==> src/rtl/alu_result_trace.sv <==
// Capture stage for Simple_Single_CPU: samples ALU_result into a stamped FWFT FIFO with a valid/ready drain.
// Optional TRACE_DEDUP_EN: suppress pushes whose value equals the last value offered to the FIFO.
module alu_result_trace #(
   parameter int DATA_W    = 32,
   parameter int DEPTH     = 16,
   parameter int STAMP_W   = 16,
   parameter int END_COUNT = 25
) (
   input  logic                     clk_i,
   input  logic                     rst_i,
   input  logic                     enable_i,
   input  logic [DATA_W-1:0]        alu_result_i,
   output logic                     rd_valid_o,
   input  logic                     rd_ready_i,
   output logic [DATA_W-1:0]        rd_data_o,
   output logic [STAMP_W-1:0]       rd_stamp_o,
   output logic [$clog2(DEPTH):0]   level_o,
   output logic                     done_o,
   output logic                     overflow_o
);

   localparam int AW = $clog2(DEPTH);
   localparam int EW = STAMP_W + DATA_W;

   localparam logic [1:0] ST_IDLE    = 2'd0;
   localparam logic [1:0] ST_CAPTURE = 2'd1;
   localparam logic [1:0] ST_DONE    = 2'd2;

   localparam logic [STAMP_W-1:0] END_STAMP  = STAMP_W'(END_COUNT);
   localparam logic [AW:0]        FULL_LEVEL = (AW+1)'(DEPTH);

   logic [1:0]         state_reg, state_next;
   logic [STAMP_W-1:0] cycle_cnt_reg, cycle_cnt_next;
   logic [AW-1:0]      wr_ptr_reg, rd_ptr_reg;
   logic [AW:0]        level_reg, level_next;
   logic               overflow_reg;
   logic [EW-1:0]      mem [DEPTH];

   logic               capture_fire;
   logic               push_req;
   logic               push_ok;
   logic               pop;
   logic               full;
   logic               empty;
   logic [STAMP_W-1:0] stamp_now;
   logic [EW-1:0]      head;

   assign capture_fire = enable_i && (state_reg != ST_DONE);
   assign stamp_now    = cycle_cnt_reg + STAMP_W'(1);
   assign full         = (level_reg == FULL_LEVEL);
   assign empty        = (level_reg == '0);
   assign pop          = !empty && rd_ready_i;
   // A simultaneous pop frees the slot, so a full FIFO can still accept.
   assign push_ok      = push_req && (!full || pop);

`ifdef TRACE_DEDUP_EN
   // No valid flag on the compare register: a leading 0 sample is treated as a repeat.
   logic [DATA_W-1:0] last_reg;
   assign push_req = capture_fire && (alu_result_i != last_reg);

   always_ff @(posedge clk_i or negedge rst_i) begin
      if (!rst_i) begin
         last_reg <= '0;
      end else if (push_req) begin
         last_reg <= alu_result_i;
      end
   end
`else
   assign push_req = capture_fire;
`endif

   always_comb begin
      state_next     = state_reg;
      cycle_cnt_next = cycle_cnt_reg;
      if (capture_fire) begin
         cycle_cnt_next = stamp_now;
         state_next     = (stamp_now == END_STAMP) ? ST_DONE : ST_CAPTURE;
      end
   end

   always_comb begin
      level_next = level_reg;
      case ({push_ok, pop})
         2'b10:   level_next = level_reg + (AW+1)'(1);
         2'b01:   level_next = level_reg - (AW+1)'(1);
         default: level_next = level_reg;
      endcase
   end

   always_ff @(posedge clk_i or negedge rst_i) begin
      if (!rst_i) begin
         state_reg     <= ST_IDLE;
         cycle_cnt_reg <= '0;
         wr_ptr_reg    <= '0;
         rd_ptr_reg    <= '0;
         level_reg     <= '0;
         overflow_reg  <= 1'b0;
      end else begin
         state_reg     <= state_next;
         cycle_cnt_reg <= cycle_cnt_next;
         level_reg     <= level_next;
         if (push_ok) begin
            wr_ptr_reg <= wr_ptr_reg + AW'(1);
         end
         if (pop) begin
            rd_ptr_reg <= rd_ptr_reg + AW'(1);
         end
         if (push_req && full && !pop) begin
            overflow_reg <= 1'b1;
         end
      end
   end

   // Storage carries no reset; stale contents are masked by the empty flag.
   always_ff @(posedge clk_i) begin
      if (push_ok) begin
         mem[wr_ptr_reg] <= {stamp_now, alu_result_i};
      end
   end

   assign head       = mem[rd_ptr_reg];
   assign rd_valid_o = !empty;
   assign rd_data_o  = empty ? '0 : head[DATA_W-1:0];
   assign rd_stamp_o = empty ? '0 : head[EW-1:DATA_W];
   assign level_o    = level_reg;
   assign done_o     = (state_reg == ST_DONE);
   assign overflow_o = overflow_reg;

endmodule

==> config.mk <==
export PLATFORM = sky130hd
export DESIGN_NAME = alu_result_trace
export DESIGN_NICKNAME = d
export VERILOG_FILES = /design/src/rtl/alu_result_trace.sv
export SDC_FILE = /design/constraint.sdc
export NUM_CORES = 1
export LEC_CHECK = 0
export ABC_AREA = 1
export CAP_MARGIN = 20
export CORE_MARGIN = 2
export CORE_UTILIZATION = 30
export CTS_BUF_LIST = sky130_fd_sc_hd__clkbuf_8 sky130_fd_sc_hd__clkbuf_16
export DETAILED_ROUTE_END_ITERATION = 10
export GPL_ROUTABILITY_DRIVEN = 0
export PLACE_DENSITY_LB_ADDON = 0.25
export RECOVER_POWER = 25
export SLEW_MARGIN = 25
export SYNTH_ARGS = -nofsm -noshare
export SYNTH_HDL_FRONTEND = slang
export SYNTH_SLANG_ARGS = --single-unit
==> constraint.sdc <==
create_clock -name clk_i -period 4.4 [get_ports clk_i]
set_input_delay 0.88 -clock clk_i [delete_from_list [all_inputs] [get_ports clk_i]]
set_output_delay 0.88 -clock clk_i [all_outputs]
set_load 0.02 [all_outputs]
; ---- Yosys cells after proc, flatten, opt, wreduce, memory -nomap -nowiden
; Memories as Yosys holds them, arrays and structs flattened.
; Index checks and enable logic that the tools add are counted.
[op_classes]
n_addsub = 5
n_eq_ne = 6
shifts = 0
magnitude_cmp = 0
bitwise_logic = 0
mux = 6
n_mul = 0
n_div = 0
n_reduce_logical = 11
[ops]
columns = cell, count
row1 = 32-bit 2-to-1 mux, 1
row2 = "16-bit by 1-bit adder with 16-bit output, second input constant", 1
row3 = "16-bit by 5-bit equality test with 1-bit output, second input constant", 1
row4 = 16-bit 2-to-1 mux, 1
row5 = 5-bit one-hot mux with 2 select lines, 1
row6 = "4-bit by 1-bit adder with 4-bit output, second input constant", 2
row7 = "5-bit by 1-bit adder with 5-bit output, second input constant", 1
row8 = "5-bit equality test, second input constant", 1
row9 = 1-bit logical AND, 5
row10 = 5-bit zero test, 1
row11 = "5-bit by 1-bit subtractor with 5-bit output, second input constant", 1
row12 = "2-bit equality test, second input constant", 2
row13 = 1-bit zero test, 3
row14 = "2-bit by 1-bit equality test with 1-bit output, second input constant", 1
row15 = 1-bit 2-to-1 mux, 2
row16 = 2-bit 2-to-1 mux, 1
row17 = "2-bit inequality test, second input constant", 1
row18 = 2-bit nonzero test, 1
row19 = 1-bit logical OR, 1
[word_totals]
mem_bits_ro = 0
wordCells = 35
input_bits = 36
register_bits = 32
mem_count = 1
mem_bits_rw = 768
latch_bits = 0
out_inout_bits = 56
[mem_list]
columns = memory, words, word_bits, read_ports, rd_ports_with_merged_regs, wr, line
row1 = mem, 16, 48, 1, 0, 1, 37  ; logic [EW-1:0] mem [DEPTH];

; ---- Longest topological paths before layout
; Gate-level depths: netlist of run 1.
[depth]
ltp_word = 7
mapped_depth = 15
ltp_nobuf = 15

; ---- Worst setup path after synthesis of run 1
; OpenSTA, ideal clock, no wires.
[synth_path]
kind = input -> register
start = in enable_i
end = mem mem[11][0] (netlist bit) (enable)
stages = 8
arrival_ps = 3760
path_buffers = 0
setup_time_ps = 454
path_slack_ps = 186
required_time_ps = 3946
path_cell_list = inv_1 -> nor2_4 -> inv_1 -> nor2_2 -> inv_1 -> nor2_1 -> inv_1 -> nor2_1
[synth_via]
elab_chain_len = 4
[synth_lines]
columns = element, line
row1 = start: declaration, 11  ; input logic enable_i,
row2 = 1-bit logical AND, 48  ; assign capture_fire = enable_i && (state_reg != ST_DONE);
row3 = 1-bit logical AND, 54  ; assign push_ok = push_req && (!full || pop);
row4 = 1-bit 2-to-1 mux, 116  ; if (push_ok) begin
row5 = 1-bit 2-to-1 mux (not written as such), 117  ; mem[wr_ptr_reg] <= {stamp_now, alu_result_i};
row6 = end: declaration, 37
; Every way passes these cells.

; ---- Worst setup path in the final report of run 1
[layout_path]
start = reg rd_ptr_reg[1]
end = out rd_data_o[26]
[layout_via]
elab_chain_len = 2
[layout_lines]
columns = element, line
row1 = start: declaration, 34  ; logic [AW-1:0] wr_ptr_reg, rd_ptr_reg;
row2 = start signal: assignment, 106  ; rd_ptr_reg <= rd_ptr_reg + AW'(1);
row3 = memory 16 x 48 bit, -
row4 = 32-bit 2-to-1 mux, 123  ; assign rd_data_o = empty ? '0 : head[DATA_W-1:0];
row5 = end: declaration, 15  ; output logic [DATA_W-1:0] rd_data_o,
; Every way passes these cells.

==> results of run 1 <==
-- through the flow --
stage	total power [mW]	area [µm²]
after floorplan	15.8	32200
after global placement	19.4	35000
after detailed placement	19.6	35000
after CTS	26.8	37900
after global routing	28.0	38000
final	26.7	38000
-- area by class of cell --
cell class	instances	area share, %
Clock buffer	94	6.06
Clock inverter	71	1.32
Inverter	44	0.513
Multi-Input combinational cell	1361	19.6
Sequential cell	800	62.8
Tap cell	1403	4.61
Timing Repair Buffer	168	5.16
-- synth_stat cells (all sizes together) --
cell type / number
nand2: 234
a32oi: 19
dfrtp: 32
a21oi: 127
a21o: 1
fa: 1
nand4: 6
o21ai: 193
nand3: 92
edfxtp: 768
buf: 87
xnor2: 1
nor3: 1
ha: 10
inv: 43
nor2: 352
xor2: 13
clkinv: 1
clkbuf: 80
o221ai: 154
or2: 1
o21bai: 156
-- power breakdown --
part,internal [mW],switching [mW],leakage (nW)
Combinational,3.33,6.48,3.66
Clock,4.09,2.98,1.47
Sequential,9.46,0.330,7.38
Total,16.9,9.79,12.5
-- timing repair --
| action | CTS | global route |
|---|---|---|
| hold buffers | 0 | 0 |
| gates cloned | 0 | 1 |
| endpoints found under the setup margin | 15 | 19 |
| resized for setup | 5 | 4 |
| buffers inserted | 2 | 4 |
| endpoints found under the hold margin | 0 | 0 |
| pin swaps | 0 | 0 |
-- layer usage --
layer / vias up / global-route usage, % / routed length [µm]
li1: 9106 / - / -
met1: 10253 / 20.9 / 38900
met2: 596 / 25.2 / 41500
met3: 140 / 2.34 / 4380
met4: 6 / 4.95 / 2200
met5: - / 0 / 39
-- kinds of logic (layout without fill, tap and decap cells) --
group	count (synthesis)	count (layout)	synth area share (%)
adder cells (fa/ha/maj)	11	11	0.451
buffers and inverters	211	377	3.18
AO/OA/AOI/OAI	650	650	13.4
flip-flops	800	800	74.2
AND/OR/NAND/NOR	686	686	8.46
XOR/XNOR	14	14	0.381
-- worst reg2reg max path: cells and delay by family, from the launching register on --
| family | cells | cell delay [ps] |
|---|---|---|
| simple gates | 5 | 1170 |
| buf+inv | 5 | 900 |
| flops | 1 | 380 |
-- final timing paths --
kind,endpoint,depth (start not counted)
worst min-delay path,overflow_o$_DFFE_PN0P_,1
worst min register to register,overflow_o$_DFFE_PN0P_,1
min in group asynchronous,level_o[0]$_DFFE_PN0P_,1
worst max register to register,mem[3][0]$_DFFE_PP_,10
worst max-delay path,rd_data_o[26],7
max in group asynchronous,cycle_cnt_reg[3]$_DFFE_PN0P_,2
==> out/metrics.cfg, run 1 <==
[synth]
syn_inst=2372
synth-seq-area-share_pct=74.2
ys_types=31
synth_area_leaders=edfxtp_1, o221ai_1, nor2_1
syn_area_mm2=0.0322
syn-num-nets=2419
synth_area_leader_cell=edfxtp_1
syn_area_per_cell_um2=13.6
synth_warnings=0
yosysTopAreaCellShare_pct=71.7
synth_seq_cells=800

[critical_path]
critPathRequiredTime_ps=3520
crit_chain=clkbuf_16 > buf_12 > o21bai_1 > o221ai_1 > nand3_1 > a21oi_1 > clkdlybuf4s50_1
end_kind=primary output
path_class=register to primary output
rr_startpoint=state_reg[1]$_DFFE_PN0P_
path_buf_inv=3
cp_slowest_cell=clkdlybuf4s50_1
worstSetupStartpoint=rd_ptr_reg[1]$_DFFE_PN0P_
crit_fanout=30
crit_path_max_incr_delay_ps=720
ff2ff_setup_slack_ps=1640
cp-start-kind=register
cp.arrival_ps=3410
cpLargestDelayFamily=buffers and inverters

[floorplanning]
start_util_pct=30.1
rows=120
io_pins=92
die_h_um=331
dieArea_mm2=0.110
die_w_um=331
core_area_mm2=0.107

[cts]
cts_made_buffers=89
cts_tree=done
htreeDepth=3
path_clk_slew_ps=60
clock-root-buffer=clkbuf_16
clkLatencyLatePin_ps=640
cts.sinks=800
clk_path_buf_depth=3

[grt]
grt_pass1_vias=19656
grt_max_degree=125
antenna_found_initial=9
grt_pass1_wl_mm=127
track_usage_pct=15.4
overflow=0

[layout]
fin_nets=2511
final_common_cell=edfxtp_1
fillerInstances=10113
antennaDiodeCount=0
syn_to_final_growth_pct=18.3
fin_cells=3941
largest_reg_flops=768
layout_common_cells=edfxtp_1, nor2_1, nand2_1, o21ai_0, o21bai_1
multi_input_area_mm2=0.00744
drive_gt1_share_pct=9.93
final_core_util_pct=35.6
seq_area_mm2=0.0239

[route]
drtPass1Iterations=5
drt-initial-drc-count=1572
drt_wl_total_mm=87.1
drcViolationCount=0
ant_nets=0
viasPerCell=5.10
wl_per_cell_um=22.1
vias=20101

[sta]
skew_ps=21.7
hold_ws_ps=475
tns_ps=0
min_period_over_period_pct=97.6
slew_viol_final=0
worst_slack_ps=108
period_minus_slack_ps=4290
hold_viol_final=0
relSlewSlack_pct=34.6
clock.fmax_mhz=233
setup_violations=0
rsz0062_at_grt=no
worstMarginPinSlew_ps=981

[place]
io_buffers=91
pre_cts_ws_ps=628
hpwl_mm=44.1
place_inst=3769

[hold_path]
holdCritPathClass=register to register
min_from=overflow_o$_DFFE_PN0P_

[status]
status=complete, no violations

[power]
p_leak_nw=12.5
ir_worst_vdd_v=0.000466
pwr_density_cell_mw_per_mm2=701

[run]
cap_viol_max_count=0

Power figures use the tool's default switching activity.
==> run 2: changes to the inputs <==
--- a/config.mk
+++ b/config.mk
@@ -14,7 +14,6 @@
 export GPL_ROUTABILITY_DRIVEN = 0
 export PLACE_DENSITY_LB_ADDON = 0.25
 export RECOVER_POWER = 25
-export SLEW_MARGIN = 25
 export SYNTH_ARGS = -nofsm -noshare
 export SYNTH_HDL_FRONTEND = slang
 export SYNTH_SLANG_ARGS = --single-unit
==> run 2 against run 1 <==
Net effect: via count up 0.18%; clock-buffer cell count unchanged; maximum frequency up 0.82%; utilization about the same; cell area about the same; die area unchanged; sequential power about the same; clock power about the same; global-route usage unchanged; critical path type unchanged; combinational power about the same; register-to-register slack about the same; flip-flop and latch count unchanged.
==> out/metrics.cfg, run 2 (same netlist as run 1, synthesis figures left out) <==
[floorplanning]
io_pins=92  ; unchanged
core_area_mm2=0.107  ; unchanged
start_util_pct=30.1  ; unchanged
dieArea_mm2=0.110  ; unchanged
die_h_um=331  ; unchanged
rows=120  ; unchanged
die_w_um=331  ; unchanged

[grt]
grt_pass1_wl_mm=127  ; unchanged
track_usage_pct=15.4  ; unchanged
overflow=0  ; unchanged
grt_most_used_layer=met2  ; unchanged
antenna_found_initial=9  ; unchanged
grtUsageMet2_pct=25.2  ; unchanged
use_met1_pct=20.9  ; unchanged
globalRouteMet3Util_pct=2.34  ; unchanged
grt_max_degree=125  ; unchanged
grt_pass1_vias=19656  ; unchanged

[place]
hpwl_mm=44.1  ; unchanged
place_inst=3769  ; unchanged
io_buffers=91  ; unchanged

[critical_path]
critPathRequiredTime_ps=3520  ; about the same
path_buf_inv=3  ; unchanged
cp-start-kind=register  ; unchanged
cpLargestDelayFamily=buffers and inverters  ; unchanged
cp.arrival_ps=3380  ; was 3410 ps
path_class=register to primary output  ; unchanged
crit_chain=clkbuf_16 > buf_12 > o21bai_1 > o221ai_1 > nand3_1 > a21oi_1 > clkdlybuf4s50_1  ; unchanged
cp_slowest_cell=clkdlybuf4s50_1  ; unchanged
crit_fanout=30  ; unchanged
end_kind=primary output  ; unchanged
crit_path_max_incr_delay_ps=710  ; was 720 ps

[layout]
fillerInstances=10114  ; was 10113
layout_common_cells=edfxtp_1, nor2_1, nand2_1, o21ai_0, o21bai_1  ; unchanged
fin_cells=3944  ; was 3941
fin_nets=2514  ; was 2511
antennaDiodeCount=0  ; unchanged
largest_reg_flops=768  ; unchanged
drive_gt1_share_pct=9.84  ; was 9.93%
final_common_cell=edfxtp_1  ; unchanged
syn_to_final_growth_pct=18.2  ; was 18.3%

[power]
ir_worst_vdd_v=0.000462  ; was 0.000466 V
p_leak_nw=12.5  ; about the same
pwr_density_cell_mw_per_mm2=701  ; about the same
total_power_mw=26.7  ; about the same

[cts]
htreeDepth=3  ; unchanged
clkLatencyLatePin_ps=640  ; about the same
ctsHoldBuffers=0  ; unchanged
cts_made_buffers=89  ; unchanged
path_clk_slew_ps=60  ; about the same
cts.sinks=800  ; unchanged
clock-root-buffer=clkbuf_16  ; unchanged
cts_tree=done  ; unchanged
clk_path_buf_depth=3  ; unchanged

[sta]
period_minus_slack_ps=4260  ; was 4290 ps
skew_ps=21.5  ; was 21.7 ps
worstMarginPinSlew_ps=1180  ; was 981 ps
rsz0062_at_grt=no  ; unchanged
hold_viol_final=0  ; unchanged
min_period_over_period_pct=96.8  ; was 97.6%
slew_viol_final=0  ; unchanged
clock.fmax_mhz=235  ; was 233 MHz
relSlewSlack_pct=21.3  ; was 34.6%
setup_violations=0  ; unchanged
tns_ps=0  ; unchanged

[status]
status=complete, no violations  ; unchanged

[route]
viasPerCell=5.11  ; was 5.10
drt_wl_total_mm=87.0  ; was 87.1 mm
ant_nets=0  ; unchanged
wl_per_cell_um=22.1  ; about the same
drtPass1Iterations=5  ; unchanged
drcViolationCount=0  ; unchanged
vias=20137  ; was 20101
drt-initial-drc-count=1489  ; was 1572

[run]
cap_viol_max_count=0  ; unchanged

[hold_path]
holdCritPathClass=register to register  ; unchanged

[run 2: cell count changes in the layout (fill, tap and decap cells not counted), sizes merged]
cell	before	now
buf	87	89
clkdlybuf4s50	52	53
clkbuf	97	98
dlygate4sd3	26	25
[run 2: final timing paths]
check	from	to	slack, ps	cells after the start
max	rd_ptr_reg[1]$_DFFE_PN0P_	rd_data_o[26]	140	7
min	overflow_o$_DFFE_PN0P_	overflow_o$_DFFE_PN0P_	480	1
max reg2reg	state_reg[1]$_DFFE_PN0P_	mem[3][0]$_DFFE_PP_	1630	10
min reg2reg	overflow_o$_DFFE_PN0P_	overflow_o$_DFFE_PN0P_	480	1
max in group asynchronous	rst_i	cycle_cnt_reg[3]$_DFFE_PN0P_	2840	2
min in group asynchronous	rst_i	level_o[0]$_DFFE_PN0P_	750	1
[run 2: what timing repair did]
action	CTS	global route
gates cloned	0	1
pin swaps	0	0
gates resized for setup	5	4
buffers inserted	2	4
endpoints found under the setup margin	15	19
[run 2: stage by stage]
step           utilization, %  setup slack, ps  instance area [µm²]  hold WS [ps]
4_1_cts                  35.5             17.1                37900           482
3_5_place_dp             32.8              628                35000           457
2_1_floorplan               -              186                32200           453
6_report                 35.6              142                38000           475
3_3_place_gp             32.8              607                35000           457
5_1_grt                  35.6             1.18                38000           500
[run 2: where the power goes]
part	leakage, nW	switching (mW)	internal (mW)
combinational	3.67	6.47	3.33
sequential	7.38	0.332	9.46
clock	1.47	2.98	4.09
total	12.5	9.78	16.9
[run 2: worst reg2reg max path, stage by stage (launching register included)]
cell and delay [ps]:
dfrtp_1 380, inv_1 50, nor2_1 80, nor2_4 100, inv_1 220, nor2_2 300, inv_1 70, nor2_1 170
inv_1 200, nor2_4 530, buf_4 350
[run 2: layout make-up]
class,count,area (µm²),area share [%]
well taps,1403,1760,4.62
inverters,44,195,0.513
clock buffers,94,2310,6.07
repair buffers,171,1980,5.21
flip-flops and latches,800,23900,62.8
multi-input cells,1361,7410,19.5
clock inverters,71,503,1.32
[run 2: metal layers]
metal	part of all wire (%)	vias up
li1	-	9120
met1	45	10321
met2	48	552
met3	5.1	138
met4	2.5	6
met5	0.045	-
